==> src/rtl/jk_pkg.sv <==
// Shared definitions for the JK register bank: mode encoding and direction constants.
package jk_pkg;

   typedef enum logic [1:0] {
      MODE_JK    = 2'b00,
      MODE_LOAD  = 2'b01,
      MODE_COUNT = 2'b10,
      MODE_SHIFT = 2'b11
   } mode_e;

   localparam logic DIR_UP    = 1'b1;
   localparam logic DIR_LEFT  = 1'b1;
   localparam logic DIR_DOWN  = 1'b0;
   localparam logic DIR_RIGHT = 1'b0;

endpackage

==> src/rtl/jk_cell.sv <==
// Single-bit JK flip-flop with synchronous reset to a supplied value and a clock enable.
module jk_cell (
   input  logic clk,
   input  logic rst,
   input  logic i_rst_val,
   input  logic i_en,
   input  logic i_j,
   input  logic i_k,
   output logic o_q
);

   logic r_q;

   always_ff @(posedge clk) begin
      if (rst) begin
         r_q <= i_rst_val;
      end else if (i_en) begin
         case ({i_j, i_k})
            2'b01:   r_q <= 1'b0;
            2'b10:   r_q <= 1'b1;
            2'b11:   r_q <= ~r_q;
            default: r_q <= r_q;
         endcase
      end
   end

   assign o_q = r_q;

endmodule

==> src/rtl/jk_reg_bank.sv <==
// Bank of JK cells acting as independent JK bits, a parallel-load register,
// an up/down counter or a shift register, selected by mode.
module jk_reg_bank
   import jk_pkg::*;
#(
   parameter int                 WIDTH   = 8,
   parameter logic [WIDTH-1:0]   RST_VAL = '0
) (
   input  logic             clk,
   input  logic             rst,
   input  logic             en,
   input  logic [1:0]       mode,
   input  logic [WIDTH-1:0] j,
   input  logic [WIDTH-1:0] k,
   input  logic [WIDTH-1:0] d,
   input  logic             dir,
   input  logic             sin,
   output logic [WIDTH-1:0] q,
   output logic             tc,
   output logic             sout
);

   mode_e            w_mode;
   logic [WIDTH-1:0] w_up_t;
   logic [WIDTH-1:0] w_dn_t;
   logic [WIDTH-1:0] w_t;
   logic [WIDTH-1:0] w_nb;
   logic [WIDTH-1:0] w_j;
   logic [WIDTH-1:0] w_k;
   logic             w_wrap;
   logic             r_tc;

   assign w_mode = mode_e'(mode);

   // Toggle enables: a bit flips when every lower bit is at its extreme.
   genvar gi;
   generate
      for (gi = 0; gi < WIDTH; gi++) begin : g_toggle
         if (gi == 0) begin : g_lsb
            assign w_up_t[gi] = 1'b1;
            assign w_dn_t[gi] = 1'b1;
         end else begin : g_upper
            assign w_up_t[gi] = &q[gi-1:0];
            assign w_dn_t[gi] = &(~q[gi-1:0]);
         end
      end
   endgenerate

   assign w_t  = (dir == DIR_UP)   ? w_up_t : w_dn_t;
   assign w_nb = (dir == DIR_LEFT) ? {q[WIDTH-2:0], sin} : {sin, q[WIDTH-1:1]};

   always_comb begin
      w_j = j;
      w_k = k;
      case (w_mode)
         MODE_LOAD: begin
            w_j = d;
            w_k = ~d;
         end
         MODE_COUNT: begin
            w_j = w_t;
            w_k = w_t;
         end
         MODE_SHIFT: begin
            w_j = w_nb;
            w_k = ~w_nb;
         end
         default: begin
            w_j = j;
            w_k = k;
         end
      endcase
   end

   generate
      for (gi = 0; gi < WIDTH; gi++) begin : g_cell
         jk_cell u_cell (
            .clk       (clk),
            .rst       (rst),
            .i_rst_val (RST_VAL[gi]),
            .i_en      (en),
            .i_j       (w_j[gi]),
            .i_k       (w_k[gi]),
            .o_q       (q[gi])
         );
      end
   endgenerate

   // The edge that wraps is the one leaving all-ones (up) or zero (down).
   assign w_wrap = (dir == DIR_UP) ? (&q) : ~(|q);

   always_ff @(posedge clk) begin
      if (rst) begin
         r_tc <= 1'b0;
      end else begin
         r_tc <= en && (w_mode == MODE_COUNT) && w_wrap;
      end
   end

   assign tc   = r_tc;
   assign sout = (dir == DIR_LEFT) ? q[WIDTH-1] : q[0];

endmodule

==> config.mk <==
export PLATFORM = sky130hd
export DESIGN_NAME = jk_reg_bank
export DESIGN_NICKNAME = d
export VERILOG_FILES = /design/src/rtl/jk_pkg.sv /design/src/rtl/jk_cell.sv /design/src/rtl/jk_reg_bank.sv
export SDC_FILE = /design/constraint.sdc
export NUM_CORES = 1
export LEC_CHECK = 0
export CORE_MARGIN = 10
export CORE_UTILIZATION = 30
export DETAILED_ROUTE_END_ITERATION = 8
export PLACE_DENSITY = 0.65
export SYNTH_ARGS = -nofsm -noshare
export SYNTH_HDL_FRONTEND = slang
export SYNTH_SLANG_ARGS = --single-unit
==> constraint.sdc <==
create_clock -name clk -period 3.3 [get_ports clk]
set_input_delay 0.66 -clock clk [delete_from_list [all_inputs] [get_ports clk]]
set_output_delay 0.66 -clock clk [all_outputs]
set_load 0.1 [all_outputs]
==> results of run 1 <==
==> through the flow <==
| stage | utilization [%] | total power (µW) | std cells |
|---|---|---|---|
| after floorplan | - | 308.8 | 152 |
| after global placement | 41.73 | 372.1 | 220 |
| after detailed placement | 41.73 | 375.1 | 220 |
| after CTS | 42.52 | 474.5 | 224 |
| after global routing | 42.52 | 494.5 | 224 |
| final | 42.52 | 473.4 | 224 |
==> worst reg2reg max path: cells and delay by family, from the launching register on <==
kind / cells / cell delay, ns
AND/OR/NAND/NOR: 2 / 1.01
flip-flops: 1 / 0.45
AO/OA/AOI/OAI: 3 / 0.40
==> routing by layer <==
layer  up-vias  GRT usage (%)
li1        614              -
met1       593          14.75
met2        65          18.26
met3         6          2.928
met4         0          5.197
met5         -              0
==> power by group <==
group | internal [µW] | total (µW) | switching [µW] | leakage, µW
registers | 118 | 142 | 23.9 | 0.0000739
logic | 88.8 | 233 | 144 | 0.000431
clock network | 47.0 | 98.9 | 51.9 | 0.0000150
==> final cells by class <==
cell class	count	share of cell area, %
inverter	4	1.058
clock buffer	4	1.852
multi-input combinational	118	51.41
sequential	9	12.70
tap	46	4.056
timing repair buffer	43	28.92
==> cells in the final DEF (no fill, tap or decap), drive strengths merged <==
cell type      netlist  routed
nand4                2       2
xor2                 2       2
nor3                 4       4
or3                  1       1
o22ai                4       4
nand2b               2       2
a31oi                2       2
nor2                13      13
o31ai                1       1
o41ai                1       1
o211ai               3       3
nand3                2       2
o221ai               4       4
clkinv               1       1
o2111ai              2       2
nand2               13      13
nand3b               2       2
o21ai               18      18
a221o                1       1
a221oi               1       1
a21oi               16      16
nand4b               1       1
a22oi                1       1
buf                 12      13
a2111oi              2       2
and4                 1       1
clkbuf               9       4
nor4b                1       1
mux2i                8       8
clkdlybuf4s50        0      30
a211oi               2       2
dfxtp                9       9
or3b                 1       1
nor2b                4       4
mux2                 1       1
inv                  3       3
or4                  2       2
==> cells by family (layout without fill, tap and decap cells) <==
kind of cell | count (synthesis) | after routing | synth area share [%]
muxes | 9 | 9 | 8.764
AOI/OAI and AO/OA | 58 | 58 | 34.69
DFF | 9 | 9 | 17.29
buffers and inverters | 25 | 51 | 12.72
xor gates and xnor gates | 2 | 2 | 1.681
and+or+nand+nor | 49 | 49 | 24.85
==> registers in the layout, summed over array words and instances (netlist names) <==
| name | cells |
|---|---|
| tc | 1 |
| g_cell.u_cell.o_q | 8 |
==> worst max-delay path by stage <==
stage          startpoint                                 to  cells after the start
2_1_floorplan         dir                               sout                      3
3_3_place_gp          dir  g_cell[7].u_cell.o_q$_SDFFE_PP0P_                      7
3_5_place_dp          dir  g_cell[7].u_cell.o_q$_SDFFE_PP0P_                      7
4_1_cts               dir                               sout                      3
5_1_grt               dir                               sout                      3
6_report              dir                               sout                      3
==> flow_summary.ini, run 1 <==
[placed_design]
dp_hpwl_mm = 2.797
pre_cts_slack_ns = 0.6553
port_buffers = 40
placed_cell_area_um2 = 1393
routabilityCongestion = 0.8682

[min_path]
hp-class = reg2reg
whs_endpoint = g_cell[7].u_cell.o_q$_SDFFE_PP0P_
whs_path_depth = 1
hp-start = g_cell[7].u_cell.o_q$_SDFFE_PP0P_

[timing]
setup_viol = 0
holdWs_ns = 0.5694
rsz0062_at_grt = false
tns_ns = 0
timing.final.max_slew_violations = 0
finClkSkew_ns = 0.003954
slew_headroom_pct = 65.13
finalCritPeriodShare_pct = 76.05
clock.fmax_ghz = 0.3985
tightest_slew_ns = 0.5214
hold_violations = 0
fin_ws_ns = 0.7904
period_minus_slack_ns = 2.510

[grt]
antenna_found_initial = 0
grt_max_degree = 22
grt_pass1_vias = 1188
grt_usage_pct = 11.67
grt.overflow.total = 0
grt_pass1_wl_mm = 5.899

[die]
die_height_um = 78.94
core_area_um2 = 3337
start_util_pct = 31.23
fp.dieW_um = 78.94
core.rowCount = 21
num_io_pins = 41
die_area_um2 = 6232

[synth]
yosys.area.top_type = dfxtp_1
synth_area_um2 = 1042
synth-seq-cells = 9
ys_warn_count = 0
synth.most_common_cell = o21ai_0
synth_ff_type = dfxtp_1
ys_top_cells_by_count = 17 x o21ai_0, 15 x a21oi_1, 13 x nand2_1, 13 x nor2_1
yosysUniqueCellTypes = 42
synth-async-reset-ratio_pct = 0
synth_top_area_share_pct = 17.29
syn_nets = 183
avgSynthCellArea_um2 = 6.857
synth_seq_area_share_pct = 17.29
synth_edf_count = 0
postSynthCellCount = 152
synth.area.top_cells = dfxtp_1 17%, o21ai_0 8.2%, mux2i_1 7.7%, a21oi_1 7.2%, buf_4 5.8%

[setup_path]
max_stage_delay_ns = 0.60
crit_fanout = 5
crit_chain = clkdlybuf4s50_1, mux2_2, buf_12
reg2reg_to = g_cell[6].u_cell.o_q$_SDFFE_PP0P_
start_kind = primary input
critPathSlowestCell = clkdlybuf4s50_1
r2r_slack_ns = 1.35
criticalPathCategory = in2out
critPathBufInv = 2
endpoint_kind = output port
reg2regPathDepth = 5
cp_data_arrival_time_ns = 1.85
cp_top_family = buffers and inverters
r2r-start = g_cell[0].u_cell.o_q$_SDFFE_PP0P_
cp.required_ns = 2.64

[final_layout]
nets = 210
seqCellArea_um2 = 180.2
nFillCells = 366
antenna_cells = 0
multi_input_area_um2 = 729.5
fin_area_um2 = 1419
drive_above_1_share_pct = 11.80
synthToLayoutAreaGrowth_pct = 36.13

[clocking]
cts_resized = 0
cts_tree = built
cts_setup_buffers = 0
root_buffer = clkbuf_4
clk_pin_slew_ns = 0.07
cts_buffers = 3
htree_levels = 1
cts_buffer_depth = 2
cts.sinks = 9
cts_hold_buffers = 0
clkLatencyLatePin_ns = 0.28

[detailed_routing]
met2_length_mm = 1.841
drc_errors = 0
drtPass1Iterations = 4
wl_met1_mm = 1.597
wire_per_inst_um = 16.91
routed_wl_mm = 3.787
top_layer = met4
met3_length_um = 289
route.vias.total = 1278
dr.first_iter.drc_count = 123
ant_nets = 0
routed_via_density = 5.705

[pwr]
irDropWorstVdd_uv = 168.6
leakage_uw = 0.0005194
powerDensity_nw_per_um2 = 333.6

[job]
drv.max_cap_violation_count = 0

[outcome]
status = finished clean
Note: power is estimated with default switching activity, not from simulation.
==> run 2, diff against run 1 <==
Clock period 3.3 ns to 2.48 ns, I/O delays scaled along.
==> run 2 against run 1 <==
  * Count of clock-buffer cells in the layout is the same
  * Final cell count grew 2.2%
  * Combinational power grew 37%
  * Via count grew 2.2%
  * Cell area grew 2.6%
  * Register-to-register slack lost 0.80 ns
  * Sequential share of layout area shrank 0.33 points
  * Clock skew grew 0.0012 ns
  * First-iteration DRC count grew 59%
  * Die area is the same
==> flow_summary.ini, run 2 (synthesis results as in run 1) <==
[setup_path]
cp_top_family = buffers and inverters
endpoint_kind = output port
r2r_slack_ns = 0.55
start_kind = primary input
crit_chain = clkdlybuf4s50_1, buf_4, mux2_2, buf_12
criticalPathCategory = in2out
crit_fanout = 17
cp_data_arrival_time_ns = 1.80
reg2regPathDepth = 5
r2r-start = g_cell[1].u_cell.o_q$_SDFFE_PP0P_
max_stage_delay_ns = 0.48
critPathBufInv = 3
cp.required_ns = 1.98
reg2reg_to = g_cell[7].u_cell.o_q$_SDFFE_PP0P_
critPathSlowestCell = clkdlybuf4s50_1

[die]
die_area_um2 = 6232
die_height_um = 78.94
core_area_um2 = 3337
start_util_pct = 31.23
num_io_pins = 41
fp.dieW_um = 78.94
core.rowCount = 21

[detailed_routing]
routed_wl_mm = 3.812
drtPass1Iterations = 5
wire_per_inst_um = 16.65
routed_via_density = 5.703
ant_nets = 0
drc_errors = 0
dr.first_iter.drc_count = 195
route.vias.total = 1306

[clocking]
clk_pin_slew_ns = 0.07
root_buffer = clkbuf_4
cts_resized = 0
cts_hold_buffers = 0
cts_buffers = 3
clkLatencyLatePin_ns = 0.27
cts.sinks = 9
cts_setup_buffers = 0
cts_buffer_depth = 2
htree_levels = 1
cts_tree = built

[pwr]
irDropWorstVdd_uv = 146.6
powerDensity_nw_per_um2 = 432.0
leakage_uw = 0.0005436

[final_layout]
final_cell_mix = 30 x clkdlybuf4s50_1, 17 x o21ai_0, 17 x buf_4
drive_above_1_share_pct = 14.21
nets = 215
antenna_cells = 0
finalNonFillerCells = 229
synthToLayoutAreaGrowth_pct = 39.74
largest_reg_flops = 8
final_common_cell = clkdlybuf4s50_1

[timing]
finalCritPeriodShare_pct = 92.65
timing.final.max_slew_violations = 0
tns_ns = 0
tightest_slew_ns = 0.5175
slew_headroom_pct = 65.39
clock.fmax_ghz = 0.4352
setup_viol = 0
rsz0062_at_grt = false
finClkSkew_ns = 0.005119
period_minus_slack_ns = 2.298
hold_violations = 0

[min_path]
hp-start = g_cell[7].u_cell.o_q$_SDFFE_PP0P_
hp-class = reg2reg
whs_endpoint = g_cell[7].u_cell.o_q$_SDFFE_PP0P_
whs_path_depth = 1

[grt]
grt.overflow.total = 0
grt_max_degree = 18
grt_pass1_vias = 1296
grt_usage_pct = 12.36
grt_pass1_wl_mm = 6.299
antenna_found_initial = 0

[outcome]
status = finished clean

[placed_design]
dpl.cell_count = 225
routabilityCongestion = 0.8562
dp_hpwl_mm = 2.835
port_buffers = 40

[job]
drv.max_cap_violation_count = 0
==> run 2: stage by stage <==
| step | util [%] | setup WS (ns) | cell area, µm² | hold slack [ns] | power [µW] |
|---|---|---|---|---|---|
| 4_1_cts | 43.64 | 0.1825 | 1456 | 0.5649 | 629.3 |
| 3_3_place_gp | 42.86 | 0.1758 | 1430 | 0.5357 | 501.9 |
| 5_1_grt | 43.64 | 0.1396 | 1456 | 0.6062 | 667.9 |
| 2_1_floorplan | - | 0.3668 | 1042 | 0.4940 | 410.9 |
| 3_5_place_dp | 42.86 | 0.1616 | 1430 | 0.5474 | 506.6 |
| 6_report | 43.64 | 0.1822 | 1456 | 0.5574 | 629.2 |
==> run 2: final cells by class <==
| cell class | instances | area (µm²) |
|---|---|---|
| fillers | 362 | 1881 |
| inverters | 4 | 15.01 |
| clock buffers | 4 | 26.28 |
| well taps | 46 | 57.56 |
| multi-input cells | 118 | 729.5 |
| flip-flops and latches | 9 | 180.2 |
| repair buffers | 48 | 447.9 |
==> run 2: where the power goes <==
part,internal (µW),switching (µW),leakage (µW),total (µW)
registers,157,29.0,0.0000739,186
clock network,62.3,61.1,0.0000150,123
logic,124,196,0.000455,320
==> run 2: per-layer routing <==
layer / track usage [%] / routed length [µm] / up-vias
met5: 0 / 0 / -
met4: 5.018 / 72 / 0
met3: 3.829 / 324 / 9
met2: 19.57 / 1778 / 71
met1: 15.17 / 1637 / 605
li1: - / - / 621
==> run 2: worst max-delay path by stage <==
stage	cells past startpoint	endpoint	from	slack, ns
after floorplan	3	sout	dir	0.37
after CTS	4	sout	dir	0.18
after global placement	7	g_cell[7].u_cell.o_q$_SDFFE_PP0P_	dir	0.18
after global routing	4	sout	dir	0.14
after detailed placement	7	g_cell[7].u_cell.o_q$_SDFFE_PP0P_	dir	0.16
final	4	sout	dir	0.18
==> run 3, diff against run 2 <==
Settings changed: PLACE_DENSITY 0.65 to 0.6, SKIP_LAST_GASP from default to 1, SYNTH_HIERARCHICAL from default to 1.
==> run 3 against run 2 <==
  * Count of clock-buffer cells in the layout stayed put
  * Sequential cell count stayed put
  * Cell area is 62% higher
  * Sequential share of layout area is 1.4 points lower
  * Critical path depth is 4 higher
  * Synthesized cell count is 20% higher
  * Largest cell class unchanged
==> flow_summary.ini, run 3 <==
[grt]
grt.overflow.total = 0
grt_pass1_wl_mm = 8.086
grt_usage_pct = 11.79
grt_pass1_vias = 1651
antenna_found_initial = 0
grt_max_degree = 26

[setup_path]
r2r-start = g_cell[1].u_cell/o_q$_DFFE_PP_
endpoint_kind = register
reg2reg_to = g_cell[5].u_cell/o_q$_DFFE_PP_
start_kind = primary input
cp.required_ns = 2.45
criticalPathCategory = in2reg
r2r_slack_ns = 0.23
reg2regPathDepth = 7
cp_data_arrival_time_ns = 2.31
crit_fanout = 12

[final_layout]
final_cell_mix = 52 x buf_4, 28 x clkdlybuf4s50_1, 21 x nand2b_1
final_common_cell = buf_4
drive_above_1_share_pct = 27.78
antenna_cells = 0
synthToLayoutAreaGrowth_pct = 60.80
fin_util_pct = 50.09
finalNonFillerCells = 337
nets = 318
fin_area_um2 = 2366
largest_reg_flops = 8

[placed_design]
routabilityCongestion = 0.8978
port_buffers = 40
dpl.cell_count = 333
dp_hpwl_mm = 3.812
placed_cell_area_um2 = 2313

[synth]
synth-seq-cells = 9
synth-async-reset-ratio_pct = 0
synth.most_common_cell = nand2b_1
synth.area.top_cells = edfxtp_1 16%, ha_1 14%, nand2b_1 8.9%, mux2i_1 7.5%, a21o_1 4.6%
avgSynthCellArea_um2 = 8.085
ys_warn_count = 6
postSynthCellCount = 182
ys_top_cells_by_count = 21 x nand2b_1, 16 x ha_1, 15 x nor2_1
yosysUniqueCellTypes = 42
synth_top_area_share_pct = 16.33
yosys.area.top_type = edfxtp_1
synth_ff_type = edfxtp_1
synth_seq_area_share_pct = 17.69
synth_area_um2 = 1471
synth_edf_count = 8

[timing]
finalCritPeriodShare_pct = 94.62
period_minus_slack_ns = 2.347
clock.fmax_ghz = 0.4262
holdWs_ns = 0.7735
hold_violations = 0
rsz0062_at_grt = false
finClkSkew_ns = 0.008412
setup_viol = 0
timing.final.max_slew_violations = 0
tns_ns = 0

[clocking]
cts_buffer_depth = 2
clk_pin_slew_ns = 0.06
htree_levels = 1
cts_resized = 1
clkLatencyLatePin_ns = 0.25
cts_hold_buffers = 0
cts_setup_buffers = 0
cts.sinks = 9
cts_tree = built
root_buffer = clkbuf_8
cts_buffers = 3

[detailed_routing]
ant_nets = 0
routed_wl_mm = 4.675
wire_per_inst_um = 13.87
route.vias.total = 1576
drtPass1Iterations = 4
dr.first_iter.drc_count = 94
routed_via_density = 4.677
drc_errors = 0

[min_path]
hp-start = g_cell[7].u_cell/o_q$_DFFE_PP_
whs_path_depth = 2
hp-class = reg2reg
whs_endpoint = tc$_SDFF_PP0_

[die]
die_area_um2 = 8106
fp.dieW_um = 90.04
start_util_pct = 31.15
die_height_um = 90.04
core_area_um2 = 4723
num_io_pins = 41
core.rowCount = 25

[pwr]
powerDensity_nw_per_um2 = 438.2
leakage_uw = 0.001104
irDropWorstVdd_uv = 209.3

[outcome]
status = finished clean

[job]
drv.max_cap_violation_count = 0
-- run 3: cell count changes after synthesis, moves of 4 or more --
| cell | delta |
|---|---|
| o21ai_0 | -13 |
| inv_1 | +11 |
| buf_2 | +4 |
| a21o_1 | +9 |
| ha_1 | +16 |
| nand2b_1 | +19 |
| edfxtp_1 | +8 |
| clkbuf_1 | -7 |
| dfxtp_1 | -8 |
| buf_4 | -8 |
| nor2b_1 | +6 |
-- run 3: layout make-up --
class                      instances  area, µm²
inverter                          14      52.55
tap                               67      83.83
sequential                         9      260.3
fill                             474       2357
clock buffer                       4      45.04
timing repair buffer              84      732.0
multi-input combinational        159       1192
-- run 3: metrics by stage --
step	worst slack (ns)	total power, µW
6_report	0.1335	1037
5_1_grt	0.006440	1112
4_1_cts	0.08690	1047
3_5_place_dp	-0.2963	845.2
3_3_place_gp	-0.2277	837.4
2_1_floorplan	-0.1164	604.9
-- run 3: worst max-delay path by stage --
stage	start	end	slack, ns	cells after the start
4_1_cts	mode[0]	g_cell[5].u_cell/o_q$_DFFE_PP_	0.09	11
6_report	mode[1]	g_cell[4].u_cell/o_q$_DFFE_PP_	0.13	8
5_1_grt	mode[1]	g_cell[1].u_cell/o_q$_DFFE_PP_	0.006	8
2_1_floorplan	g_cell[2].u_cell/o_q$_DFFE_PP_	g_cell[7].u_cell/o_q$_DFFE_PP_	-0.12	8
3_5_place_dp	dir	g_cell[7].u_cell/o_q$_DFFE_PP_	-0.30	9
3_3_place_gp	dir	g_cell[6].u_cell/o_q$_DFFE_PP_	-0.23	8
-- run 3: critical path: stages --
cell and delay, ns:
clkdlybuf4s50_1 0.49, buf_4 0.19, buf_4 0.14, mux4_2 0.51
inv_1 0.07, ha_1 0.22, nand2b_1 0.08, a21o_1 0.12
-- run 3: cell families after synthesis --
logic type                 count (synthesis)  share of synthesized area [%]
and+or+nand+nor                           70                          27.47
AOI/OAI and AO/OA                         48                          21.94
buffers and inverters                     21                          5.782
adders and majority gates                 16                          13.61
muxes                                     15                          12.07
DFF                                        9                          17.69
xor gates and xnor gates                   2                          1.191
other                                      1                         0.2549
-- run 3: metal layers --
metal | wire, µm | share of wire (%) | track usage [%] | vias to the layer above
li1 | - | - | - | 823
met1 | 2079 | 44 | 14.01 | 716
met2 | 2328 | 50 | 20.70 | 32
met3 | 221 | 4.7 | 2.826 | 5
met4 | 45 | 0.96 | 2.785 | 0
met5 | 0 | 0 | 0 | -
-- run 3: power breakdown --
part	switching, µW	internal [µW]	total, µW
logic	350	269	619
clock network	82.6	114	196
registers	29.5	192	222
